`src/rtl/mc_ctrl_fsm_if.sv`:
```
// Memory handshake between the control FSM and the memory port.
// Master drives the request/strobe, slave answers with mem_ready.
interface mc_ctrl_fsm_if;
  logic mem_req;
  logic mem_we;
  logic mem_ready;

  modport master (
    output mem_req,
    output mem_we,
    input  mem_ready
  );

  modport slave (
    input  mem_req,
    input  mem_we,
    output mem_ready
  );
endinterface

```
`src/rtl/mc_ctrl_fsm.sv`:
```
// Multicycle CPU control FSM with memory wait states and halt.
// Optional memory timeout: define CTRL_FSM_TIMEOUT_EN.
module mc_ctrl_fsm #(
  parameter int INSTR_W = 16,
  parameter int FLAG_W  = 5,
  parameter int CNT_W   = 8,
  parameter int TIMEOUT = 255
) (
  input  logic               clock,
  input  logic               reset,
  input  logic [INSTR_W-1:0] instruction,
  input  logic [FLAG_W-1:0]  psr_flags,
  input  logic               halt_req,
  mc_ctrl_fsm_if.master      mem,
  output logic               pc_en,
  output logic               pc_inc_or_set,
  output logic               ir_en,
  output logic               rf_we,
  output logic               pc_reg_sel,
  output logic               r2_im_sel,
  output logic [1:0]         imm_type_sel,
  output logic               wb_reg_alu,
  output logic               psr_en,
  output logic [2:0]         state,
  output logic               timeout_err
);

  typedef enum logic [2:0] {
    FETCH  = 3'd0,
    DECODE = 3'd1,
    EXEC   = 3'd2,
    MEM    = 3'd3,
    WB     = 3'd4,
    HALT   = 3'd5
  } st_t;

  st_t st_q, st_d;
  logic [CNT_W-1:0] cnt;
  logic req, we, to_hit;

  logic [3:0] op, cond, ext;
  assign op   = instruction[15:12];
  assign cond = instruction[11:8];
  assign ext  = instruction[7:4];

  logic unused_ok;
  assign unused_ok = ^{instruction, psr_flags};

  logic fn, fz, ff, fl, fc;
  assign fn = psr_flags[4];
  assign fz = psr_flags[3];
  assign ff = psr_flags[2];
  assign fl = psr_flags[1];
  assign fc = psr_flags[0];

  logic is_ld, is_st, is_jc, is_bc;
  logic is_cmp, is_cmpi, is_r;
  logic is_lg, is_ar, is_sh;
  assign is_ld   = (op == 4'h4) && (ext == 4'h0);
  assign is_st   = (op == 4'h4) && (ext == 4'h4);
  assign is_jc   = (op == 4'h4) && (ext == 4'hC);
  assign is_bc   = (op == 4'hC);
  assign is_cmp  = (op == 4'h0) && (ext == 4'hB);
  assign is_cmpi = (op == 4'hB);
  assign is_r    = (op == 4'h0);
  assign is_lg   = (op == 4'h1) || (op == 4'h2) ||
                   (op == 4'h3) || (op == 4'hD);
  assign is_ar   = (op == 4'h5) || (op == 4'h9) ||
                   (op == 4'hB);
  assign is_sh   = (op == 4'h8) || (op == 4'hF);

  logic tk;
  always_comb begin
    case (cond)
      4'h0: tk = fz;
      4'h1: tk = !fz;
      4'h2: tk = fc;
      4'h3: tk = !fc;
      4'h4: tk = fl;
      4'h5: tk = !fl;
      4'h6: tk = fn;
      4'h7: tk = !fn;
      4'h8: tk = ff;
      4'h9: tk = !ff;
      4'hA: tk = !fl && !fz;
      4'hB: tk = fl || fz;
      4'hC: tk = !fn && !fz;
      4'hD: tk = fn || fz;
      4'hE: tk = 1'b1;
      default: tk = 1'b0;
    endcase
  end

`ifdef CTRL_FSM_TIMEOUT_EN
  assign to_hit = (cnt == CNT_W'(TIMEOUT)) &&
                  !mem.mem_ready;
`else
  assign to_hit = 1'b0;
`endif

  always_comb begin
    st_d          = st_q;
    pc_en         = 1'b0;
    pc_inc_or_set = 1'b0;
    ir_en         = 1'b0;
    rf_we         = 1'b0;
    pc_reg_sel    = 1'b1;
    r2_im_sel     = 1'b0;
    imm_type_sel  = 2'b00;
    wb_reg_alu    = 1'b1;
    psr_en        = 1'b0;
    req           = 1'b0;
    we            = 1'b0;
    case (st_q)
      FETCH: begin
        req = 1'b1;
        if (to_hit) begin
          req  = 1'b0;
          st_d = HALT;
        end else if (mem.mem_ready) begin
          st_d = DECODE;
        end
      end
      DECODE: begin
        ir_en = 1'b1;
        st_d  = EXEC;
      end
      EXEC: begin
        psr_en = !((op == 4'h4) || is_bc);
        unique case (1'b1)
          is_r: r2_im_sel = 1'b0;
          is_lg: begin
            r2_im_sel    = 1'b1;
            imm_type_sel = 2'b10;
          end
          is_ar: begin
            r2_im_sel    = 1'b1;
            imm_type_sel = 2'b01;
          end
          is_sh: begin
            r2_im_sel    = 1'b1;
            imm_type_sel = 2'b00;
          end
          is_bc: begin
            pc_reg_sel   = 1'b0;
            r2_im_sel    = 1'b1;
            imm_type_sel = 2'b01;
          end
          is_jc: imm_type_sel = 2'b11;
          default: ;
        endcase
        st_d = (is_ld || is_st) ? MEM : WB;
      end
      MEM: begin
        req = 1'b1;
        we  = is_st;
        if (to_hit) begin
          req  = 1'b0;
          we   = 1'b0;
          st_d = HALT;
        end else if (mem.mem_ready) begin
          st_d = WB;
        end
      end
      WB: begin
        pc_en = 1'b1;
        rf_we = !(is_st || is_bc || is_jc ||
                  is_cmp || is_cmpi);
        wb_reg_alu    = !is_ld;
        pc_inc_or_set = (is_bc || is_jc) && tk;
        st_d = halt_req ? HALT : FETCH;
      end
      HALT: begin
        if (!halt_req && !timeout_err)
          st_d = FETCH;
      end
      default: st_d = FETCH;
    endcase
  end

  assign mem.mem_req = req;
  assign mem.mem_we  = we;
  assign state       = st_q;

  always_ff @(posedge clock) begin
    if (!reset) st_q <= FETCH;
    else        st_q <= st_d;
  end

  // Counter restarts whenever a new memory access begins.
  always_ff @(posedge clock) begin
    if (!reset)
      cnt <= '0;
    else if ((st_d != st_q) &&
             ((st_d == FETCH) || (st_d == MEM)))
      cnt <= '0;
    else if (req && !mem.mem_ready && (cnt != '1))
      cnt <= cnt + 1'b1;
  end

`ifdef CTRL_FSM_TIMEOUT_EN
  always_ff @(posedge clock) begin
    if (!reset)
      timeout_err <= 1'b0;
    else if (to_hit &&
             ((st_q == FETCH) || (st_q == MEM)))
      timeout_err <= 1'b1;
  end
`else
  assign timeout_err = 1'b0;
`endif

endmodule

```
`src/flat_wrapper.sv`:
```
// flat-port wrapper written by rule: the top's interface ports become plain ports
module mc_ctrl_fsm_flat 
#(
  parameter int INSTR_W = 16,
  parameter int FLAG_W  = 5,
  parameter int CNT_W   = 8,
  parameter int TIMEOUT = 255
)
  (clock, reset, instruction, psr_flags, halt_req, pc_en, pc_inc_or_set, ir_en, rf_we, pc_reg_sel, r2_im_sel, imm_type_sel, wb_reg_alu, psr_en, state, timeout_err, mem_mem_req, mem_mem_we, mem_mem_ready);
  mc_ctrl_fsm_if mem_i ();
  input  logic clock;
  input  logic reset;
  input  logic [INSTR_W-1:0] instruction;
  input  logic [FLAG_W-1:0] psr_flags;
  input  logic halt_req;
  output logic pc_en;
  output logic pc_inc_or_set;
  output logic ir_en;
  output logic rf_we;
  output logic pc_reg_sel;
  output logic r2_im_sel;
  output logic [1:0] imm_type_sel;
  output logic wb_reg_alu;
  output logic psr_en;
  output logic [2:0] state;
  output logic timeout_err;
  output wire logic [$bits(mem_i.mem_req)-1:0] mem_mem_req;
  output wire logic [$bits(mem_i.mem_we)-1:0] mem_mem_we;
  input wire logic [$bits(mem_i.mem_ready)-1:0] mem_mem_ready;
  assign mem_mem_req = mem_i.mem_req;
  assign mem_mem_we = mem_i.mem_we;
  assign mem_i.mem_ready = mem_mem_ready;
  mc_ctrl_fsm #(.INSTR_W(INSTR_W), .FLAG_W(FLAG_W), .CNT_W(CNT_W), .TIMEOUT(TIMEOUT)) u_core (.clock(clock), .reset(reset), .instruction(instruction), .psr_flags(psr_flags), .halt_req(halt_req), .mem(mem_i), .pc_en(pc_en), .pc_inc_or_set(pc_inc_or_set), .ir_en(ir_en), .rf_we(rf_we), .pc_reg_sel(pc_reg_sel), .r2_im_sel(r2_im_sel), .imm_type_sel(imm_type_sel), .wb_reg_alu(wb_reg_alu), .psr_en(psr_en), .state(state), .timeout_err(timeout_err));
endmodule
```
`config.mk`:
```
export PLATFORM = sky130hd
export DESIGN_NAME = mc_ctrl_fsm_flat
export DESIGN_NICKNAME = d
export VERILOG_FILES = /design/src/rtl/mc_ctrl_fsm_if.sv /design/src/rtl/mc_ctrl_fsm.sv /design/src/flat_wrapper.sv
export SDC_FILE = /design/constraint.sdc
export NUM_CORES = 1
export LEC_CHECK = 0
export ABC_AREA = 0
export CORE_ASPECT_RATIO = 1.5
export CORE_UTILIZATION = 32
export DETAILED_ROUTE_END_ITERATION = 8
export PLACE_DENSITY = 0.78
export REMOVE_ABC_BUFFERS = 1
export SKIP_LAST_GASP = 1
export SLEW_MARGIN = 20
export SYNTH_ARGS = -nofsm -noshare
export SYNTH_HDL_FRONTEND = slang
export SYNTH_SLANG_ARGS = --single-unit
```
`constraint.sdc`:
```
create_clock -name clock -period 1.4 [get_ports clock]
set_input_delay 0.28 -clock clock [delete_from_list [all_inputs] [get_ports clock]]
set_output_delay 0.28 -clock clock [all_outputs]
set_load 0.01 [all_outputs]
```
==> impl_results.md, run 1 <==
- CP arrival: 1.30 ns
- Final setup viols: 9
- I/O pins: 41
- Synth Warn #: 0
- Flops & latches, synth: 3
- Reg2Reg Setup Slack: 0.15 ns
- Overall die height: 56.9 um
- Final nets: 191
- Area Growth Syn to Fin: 135%
- Initial Utilization: 34.6%
- Die W: 38.6 um
- Total track usage: 26.6%
- Hold Path Class: reg2reg
- DP Cell Count: 166
- Maximum clock frequency: 0.632 GHz
- Root Buffer: clkbuf_4
- Setup WS post-layout: -0.182 ns
- Area leader, netlist: dfxtp_1
- Antenna-violating nets left: 0
- CP startpoint: instruction[10]
- Pin count of the biggest net entering global routing: 9
- Max Slew Vio Count: 0
- Final Hold Fails: 0
- First-pass GRT wire length: 4290 um
- Worst Path Required: 1.12 ns
- Static Leak: 0.708 nW
- Fin cells: 186
- DR pass1 iterations: 4
- Slowest stage delay, CP: 0.26 ns
- Clock Path Buffers: 2
- Port Buffers: 35
- CTS tree: done
- Worst clock skew: 0.00396 ns
- Startpoint Class: input pin
- Total gr overflow: 0
- Min-delay src: u_core.state[2]
- CP Cell Sequence: buf_6 -> buf_6 -> mux2i_1 -> nor4_4 -> a21oi_2 -> a311oi_2 -> buf_2
- Final wirelength: 2900 um
- DRC violations left: 0
- Initial drt markers: 13
- Post-synthesis cell area: 642 um2
- Total number of H-tree levels: 1
- Most common cell on crit path: buf_6
- Reg-to-Reg Start: u_core.state[0]
- Post-synth EDFFs: 0
- WHS: 0.721 ns
- Via count: 1003
- Wire length per cell: 15.6 um
- CTS Hold Bufs: 0
- Max-cap violation count: 0
- Synth area leaders: dfxtp_1, nand2b_1, xor2_1
- CTS buffer count: 3
- FFs w/ async S/R, synth: 0%
- Layout cell share with drive strength beyond 1: 64.8%
- Syn avg cell area: 6.98 um2
- CTS Sinks: 3
- Crit-path slowest cell: a311oi_2
- Initial antenna violation count: 0
- Pre-CTS WS: -1.10 ns
- # diodes: 0
- Pwr dens: 576 nW/um2
- Peak VDD IR: 405 uV
- Routability cong.: 0.781
- Fin crit period: 1.58 ns
- Register area share after synthesis: 9.36%
- Clock-pin slew on the worst setup and hold paths: 0.04 ns
- Failing checks: negative setup slack
- Pwr Total: 867 uW
- Main flop type after synthesis: dfxtp_1
- Max FFs per register: 3
- Cell count of the worst reg-to-reg path: 7
- Vias in the first global route: 997
- Core area: 1850 um2
- Clock Latency Late Sink: 0.24 ns
- Critical Path Sink: pc_inc_or_set
- CP max FO: 4
- Kind of end point of the critical path: output pin
- Cells after Synth: 92
- # rows: 19
- Post-synth cell types: 42
- Vias per cell: 5.39
- R2r endpoint: u_core.state[2]
- RSZ-0062 raised after global routing: yes
- DIE AREA: 2190 um2
- Status: finished with violations
- Top-area cell type share of the netlist area: 9.36%
- DP Wirelength: 1740 um
- Period utilisation layout: 113%
- Crit Path Class: in2out
routing by layer:
layer	wire, um	track usage [%]	up-vias
met5	0	0	-
met4	19	4.43	0
met3	122	5.53	2
met2	1740	50.0	42
met1	1020	28.7	473
li1	-	-	486
worst max-delay path, delay by kind of cell:
kind | cells | cell delay, ns
AOI/OAI and AO/OA | 2 | 0.33
and+or+nand+nor | 1 | 0.17
buffers and inverters | 3 | 0.37
muxes | 1 | 0.15
per-stage QoR:
step	setup TNS, ns	instance area [um2]	util (%)
after CTS	-1.10	1390	75.2
after global routing	-1.65	1510	81.2
after floorplan	-0.199	594	-
after global placement	-8.91	1170	62.9
final	-1.15	1510	81.2
after detailed placement	-9.26	1170	62.9
power by group:
| group | leakage [nW] | switching (mW) | internal, mW |
|---|---|---|---|
| registers | 0.0261 | 0.0168 | 0.0997 |
| clock network | 0.0150 | 0.0547 | 0.107 |
| logic | 0.667 | 0.264 | 0.325 |
layout make-up:
class                      count  area (um2)
timing repair buffer          77         652
fill                         126         348
sequential                     3        66.3
inverter                       5        18.8
multi-input combinational     76         717
tap                           21        26.3
clock buffer                   4        26.3
how the worst min path moves through the flow:
stage,endpoint,slack (ns),cells after the start
finish,u_core.state[2],0.72,3
global route,u_core.state[0],0.73,3
CTS,u_core.state[2],0.71,3
detailed placement,u_core.state[0],0.64,3
global placement,u_core.state[0],0.63,3
floorplan,u_core.state[0],0.43,2
synthesized netlist by cell type, types with 2 or more instances:
master,count
nand3b_1,2
o22ai_1,3
o211a_1,2
nand3_1,4
o21ai_1,3
nor4_1,2
nor3b_1,3
a21oi_1,6
dfxtp_1,3
nand2_1,4
nor2_1,7
a31oi_1,2
nand2b_1,8
inv_1,5
a22oi_1,2
xor2_1,4
buf_2,5
o21ai_0,3
layout by cell type (no fill, tap or decap), drive strengths merged, types with 3 or more instances in the layout:
master | synthesis | routed
nor3b | 4 | 4
clkdlybuf4s50 | 0 | 3
dlygate4sd2 | 0 | 3
inv | 5 | 5
a21oi | 6 | 6
dfxtp | 3 | 3
o22ai | 3 | 3
buf | 7 | 69
nand3 | 4 | 4
clkbuf | 1 | 5
nor4 | 3 | 3
nand2b | 8 | 8
xor2 | 4 | 4
o21ai | 6 | 6
nand2 | 4 | 4
nor2 | 7 | 7
logic make-up after synthesis:
family | synth area share (%)
buffers and inverters | 10.3
XOR/XNOR | 5.46
AO/OA/AOI/OAI | 32.9
multiplexers | 1.56
AND/OR/NAND/NOR | 39.8
other | 0.584
flip-flops | 9.36
timing repair:
item,4_1_cts,5_1_grt
resized for setup,169,23
gates cloned,0,0
setup endpoints to repair,18,12
setup buffers,13,3
pin swaps,28,12
(Power assumes the default switching activity.)
==> run 2, diff against run 1 <==
--- a/config.mk
+++ b/config.mk
@@ -10,7 +10,6 @@
 export CORE_UTILIZATION = 32
 export DETAILED_ROUTE_END_ITERATION = 8
 export PLACE_DENSITY = 0.78
-export REMOVE_ABC_BUFFERS = 1
 export SKIP_LAST_GASP = 1
 export SLEW_MARGIN = 20
 export SYNTH_ARGS = -nofsm -noshare
==> run 2 against run 1 <==
The run still ends with negative setup slack left. Non-clock buffer count is 9 lower. Clock skew is essentially flat. Fmax down 3.3%. Clock power decreased by 5%. Routed wire length is 13% lower. Global-route usage shrank 3.8 points. Cell count shrank 4.8%. Setup slack worse by 0.054 ns. Clock-buffer cell count did not move. Critical path type unchanged. Highest routed layer is now met3.
==> impl_results.md, run 2 (synthesized netlist as in run 1, its figures left out) <==
- Register area: 71.3 um2 (was 66.3 um2)
- Area Growth Syn to Fin: 109% (was 135%)
- TNS Setup: -0.841 ns (was -1.15 ns)
- Overall die height: 56.9 um (unchanged)
- Max Slew Vio Count: 0 (unchanged)
- DIE AREA: 2190 um2 (unchanged)
- CTS buffer count: 3 (unchanged)
- First-pass GRT wire length: 3770 um (was 4290 um)
- Hold Path Class: reg2reg (unchanged)
- Vias in the first global route: 924 (was 997)
- # rows: 19 (unchanged)
- Final wirelength: 2510 um (was 2900 um)
- Root Buffer: clkbuf_4 (unchanged)
- Commonest non-fill, non-tap cells in the layout: buf_4, buf_2, buf_6 (was buf_4, buf_6, buf_2)
- Antenna-violating nets left: 0 (unchanged)
- Static Leak: 0.648 nW (was 0.708 nW)
- Clock Latency Late Sink: 0.23 ns (was 0.24 ns)
- Routability cong.: 0.794 (was 0.781)
- Clock Path Buffers: 2 (unchanged)
- DP Wirelength: 1670 um (was 1740 um)
- Worst clock skew: 0.00352 ns (was 0.00396 ns)
- Die W: 38.6 um (unchanged)
- Startpoint Class: input pin (unchanged)
- Via count: 963 (was 1003)
- Commonest non-fill, non-tap cell in the layout: buf_4 (unchanged)
- Clock-pin slew on the worst setup and hold paths: 0.04 ns (about the same)
- I/O pins: 41 (unchanged)
- Fin cells: 177 (was 186)
- Final Hold Fails: 0 (unchanged)
- Initial antenna violation count: 0 (unchanged)
- Vias per cell: 5.44 (was 5.39)
- Total gr overflow: 0 (unchanged)
- Synth Net Count: 117
- Final setup viols: 8 (was 9)
- Maximum clock frequency: 0.611 GHz (was 0.632 GHz)
- Area taken by multi-input logic gates: 651 um2 (was 717 um2)
- CP arrival: 1.36 ns (was 1.30 ns)
- Cell count of the worst reg-to-reg path: 6 (was 7)
- Pin count of the biggest net entering global routing: 10 (was 9)
- Initial drt markers: 28 (was 13)
- DRC violations left: 0 (unchanged)
- Crit Path Class: in2out (unchanged)
- Final nets: 182 (was 191)
- Total track usage: 22.8% (was 26.6%)
- Status: finished with violations (unchanged)
- Layout cell share with drive strength beyond 1: 57.7% (was 64.8%)
- Pwr dens: 587 nW/um2 (was 576 nW/um2)
- Setup WS post-layout: -0.236 ns (was -0.182 ns)
- CTS Sinks: 3 (unchanged)
- CP max FO: 6 (was 4)
- Core area: 1850 um2 (unchanged)
- Kind of end point of the critical path: output pin (unchanged)
- Initial Utilization: 34.6% (unchanged)
- RSZ-0062 raised after global routing: yes (unchanged)
- DP Cell Count: 167 (was 166)
- Fillers: 142 (was 126)
- # diodes: 0 (unchanged)
- Wire length per cell: 14.2 um (was 15.6 um)
- DR pass1 iterations: 4 (unchanged)
- Worst Path Required: 1.12 ns (about the same)
- Failing checks: negative setup slack (unchanged)
- Peak VDD IR: 414 uV (was 405 uV)
- Max-cap violation count: 0 (unchanged)
- Fin crit period: 1.64 ns (was 1.58 ns)
- Period utilisation layout: 117% (was 113%)
- CTS tree: done (unchanged)
- Port Buffers: 35 (unchanged)
- Max FFs per register: 3 (unchanged)
- Worst hold stages: 3 (unchanged)
- Total number of H-tree levels: 1 (unchanged)
run 2: layout make-up:
type,count,share of cell area [%]
multi-input combinational,76,48.6
sequential,3,5.32
timing repair buffer,68,40.8
tap,21,1.96
clock buffer,4,1.96
inverter,5,1.40
run 2: report_power, final:
part / switching (mW) / total [mW] / internal, mW / leakage (nW)
Combinational: 0.233 / 0.514 / 0.281 / 0.606
Clock: 0.0475 / 0.154 / 0.107 / 0.0150
Sequential: 0.0176 / 0.118 / 0.0999 / 0.0267
Total: 0.298 / 0.786 / 0.488 / 0.648
run 2: path summary, 6_finish.rpt:
path | slack [ns] | end | start
max | -0.24 | pc_inc_or_set | instruction[10]
min | 0.61 | u_core.state[0] | u_core.state[2]
max reg2reg | 0.15 | u_core.state[2] | u_core.state[1]
min reg2reg | 0.61 | u_core.state[0] | u_core.state[2]
run 2: timing repair:
action / 4_1_cts / 5_1_grt
hold buffers: 0 / 0
pin swaps: 20 / 16
endpoints found under the setup margin: 18 / 12
buffers inserted: 4 / 2
gates resized for setup: 146 / 18
run 2: metrics by stage:
stage | hold WS, ns | worst slack, ns | area, um2 | utilization, % | power, mW
detailed placement | 0.622 | -1.11 | 1230 | 66.2 | 0.591
floorplan | 0.426 | -0.0123 | 722 | - | 0.338
finish | 0.611 | -0.236 | 1340 | 72.3 | 0.786
CTS | 0.608 | -0.209 | 1280 | 69.2 | 0.743
global placement | 0.604 | -1.05 | 1230 | 66.2 | 0.578
global route | 0.653 | -0.254 | 1340 | 72.3 | 0.840
run 2: per-layer routing:
layer,routed length [um],GRT usage [%],vias up,part of all wire [%]
li1,-,-,470,-
met2,1390,40.5,48,55
met5,0,0,-,0
met4,0,3.94,0,0
met1,1000,27.3,445,40
met3,125,4.35,0,5.0
run 2: worst max-delay path, cell delays in order:
cell	delay (ns)
buf_2	0.14
inv_1	0.16
o211a_1	0.18
o221ai_1	0.13
a311oi_2	0.30
buf_2	0.17
==> run 3, diff against run 2 <==
--- a/config.mk
+++ b/config.mk
@@ -7,6 +7,7 @@
 export LEC_CHECK = 0
 export ABC_AREA = 0
 export CORE_ASPECT_RATIO = 1.5
+export CORE_MARGIN = 4
 export CORE_UTILIZATION = 32
 export DETAILED_ROUTE_END_ITERATION = 8
 export PLACE_DENSITY = 0.78
==> run 3 against run 2 <==
The flow still finishes with violations (negative setup slack). Sequential cell count did not move. Combinational power rose by 7.4%. Critical path depth did not move. Via count rose by 5.3%. Fmax rose by 2.8%. Die area rose by 28%. Sequential power barely moved. Global-route usage fell by 3.4 points. Setup slack improved by 0.045 ns.
==> impl_results.md, run 3 (synthesized netlist as in run 1, its figures left out) <==
- Status: finished with violations (unchanged)
- Failing checks: negative setup slack (unchanged)
- Maximum clock frequency: 0.629 GHz (was 0.611 GHz)
- Routability cong.: 0.874 (was 0.794)
- Pin count of the biggest net entering global routing: 11 (was 10)
- Clock Path Buffers: 2 (unchanged)
- Wire length per cell: 16.5 um (was 14.2 um)
- Total track usage: 19.5% (was 22.8%)
- Peak VDD IR: 305 uV (was 414 uV)
- DP Wirelength: 1770 um (was 1670 um)
- Layout cell share with drive strength beyond 1: 64.6% (was 57.7%)
- Startpoint Class: input pin (unchanged)
- Reg-to-Reg Start: u_core.state[1] (unchanged)
- Antenna-violating nets left: 0 (unchanged)
- Final Cell Area: 1470 um2 (was 1340 um2)
- Final nets: 187 (was 182)
- Core area: 1880 um2 (was 1850 um2)
- Setup WS post-layout: -0.191 ns (was -0.236 ns)
- CTS tree: done (unchanged)
- CTS buffer count: 3 (unchanged)
- Final wirelength: 3000 um (was 2510 um)
- Static Leak: 0.688 nW (was 0.648 nW)
- Hold Path Class: reg2reg (unchanged)
- Pwr Total: 829 uW (was 786 uW)
- Synth Net Count: 117 (unchanged)
- Area post-placement: 1210 um2 (was 1230 um2)
- DR pass1 iterations: 4 (unchanged)
- Kind of end point of the critical path: output pin (unchanged)
- Commonest non-fill, non-tap cells in the layout: buf_4, buf_6, buf_2 (was buf_4, buf_2, buf_6)
- I/O pins: 41 (unchanged)
- R2r endpoint: u_core.state[2] (unchanged)
- RSZ-0062 raised after global routing: yes (unchanged)
- DIE AREA: 2800 um2 (was 2190 um2)
- Root Buffer: clkbuf_4 (unchanged)
- Period utilisation layout: 114% (was 117%)
- Area Growth Syn to Fin: 128% (was 109%)
- Fin crit period: 1.59 ns (was 1.64 ns)
- Initial Utilization: 34.2% (was 34.6%)
- Initial antenna violation count: 0 (unchanged)
- Initial drt markers: 26 (was 28)
- WHS: 0.661 ns (was 0.611 ns)
- Port Buffers: 35 (unchanged)
- Max-cap violation count: 0 (unchanged)
- Crit Path Class: in2out (unchanged)
- Total gr overflow: 0 (unchanged)
- Die W: 44.6 um (was 38.6 um)
- Vias per cell: 5.57 (was 5.44)
- Cell count of the worst reg-to-reg path: 7 (was 6)
- Commonest non-fill, non-tap cell in the layout: buf_4 (unchanged)
- Clock Latency Late Sink: 0.24 ns (was 0.23 ns)
- Worst clock skew: 0.00393 ns (was 0.00352 ns)
- Worst Path Required: 1.12 ns (about the same)
- CP max FO: 6 (unchanged)
- CP arrival: 1.31 ns (was 1.36 ns)
- Clock-pin slew on the worst setup and hold paths: 0.04 ns (about the same)
- Overall die height: 62.9 um (was 56.9 um)
- First-pass GRT wire length: 4290 um (was 3770 um)
- Max Slew Vio Count: 0 (unchanged)
- # diodes: 0 (unchanged)
- Pwr dens: 566 nW/um2 (was 587 nW/um2)
- Total number of H-tree levels: 1 (unchanged)
- Via count: 1014 (was 963)
- Final Hold Fails: 0 (unchanged)
- CTS Sinks: 3 (unchanged)
- Hold endpoint: u_core.state[0] (unchanged)
- Vias in the first global route: 1015 (was 924)
- Reg2Reg Setup Slack: 0.15 ns (about the same)
- Min-delay src: u_core.state[0] (was u_core.state[2])
- Pre-CTS WS: -1.08 ns (was -1.11 ns)
- Worst hold stages: 3 (unchanged)
- Max FFs per register: 3 (unchanged)
- DRC violations left: 0 (unchanged)
- # rows: 19 (unchanged)
- Final setup viols: 9 (was 8)
- CTS Hold Bufs: 0 (unchanged)
==> run 3: power breakdown <==
part           leakage (nW)  switching, mW  internal (mW)
sequential           0.0264         0.0196          0.101
clock                0.0150         0.0500          0.107
combinational         0.647          0.257          0.295
total                 0.688          0.326          0.503
==> run 3: repair_timing <==
action / in CTS / in global routing
pin swaps: 26 / 12
setup endpoints to repair: 18 / 12
buffers inserted: 9 / 4
gates resized for setup: 160 / 25
==> run 3: worst max-delay path by stage <==
stage,from,endpoint
2_1_floorplan,u_core.state[2],r2_im_sel
3_3_place_gp,instruction[9],pc_inc_or_set
3_5_place_dp,instruction[9],pc_inc_or_set
4_1_cts,instruction[10],pc_inc_or_set
5_1_grt,instruction[6],pc_inc_or_set
6_report,instruction[8],pc_inc_or_set
==> run 3: final cells by class <==
cell class | instances | area [um2]
clock buffer | 4 | 26.3
fill | 134 | 412
inverter | 5 | 18.8
multi-input combinational | 76 | 718
sequential | 3 | 68.8
tap | 21 | 26.3
timing repair buffer | 73 | 608
==> run 3: critical path, cell delays in order <==
cell	delay (ns)
clkbuf_4	0.14
buf_6	0.14
nor4_4	0.28
a21oi_2	0.06
a311oi_2	0.24
buf_2	0.17
==> run 3: through the flow <==
step           utilization, %  TNS [ns]  instances
2_1_floorplan               -   -0.0281         92
4_1_cts                  71.4    -0.734        178
6_report                 78.1     -1.15        182
3_3_place_gp             64.6     -9.53        165
5_1_grt                  78.1     -1.62        182
3_5_place_dp             64.6     -9.78        165
==> run 3: layer usage <==
layer / part of all wire (%) / wire length, um / track usage, %
met1: 36 / 1090 / 21.2
met2: 56 / 1670 / 36.3
met3: 5.1 / 152 / 3.17
met4: 2.7 / 82 / 4.91
met5: 0 / 0 / 0
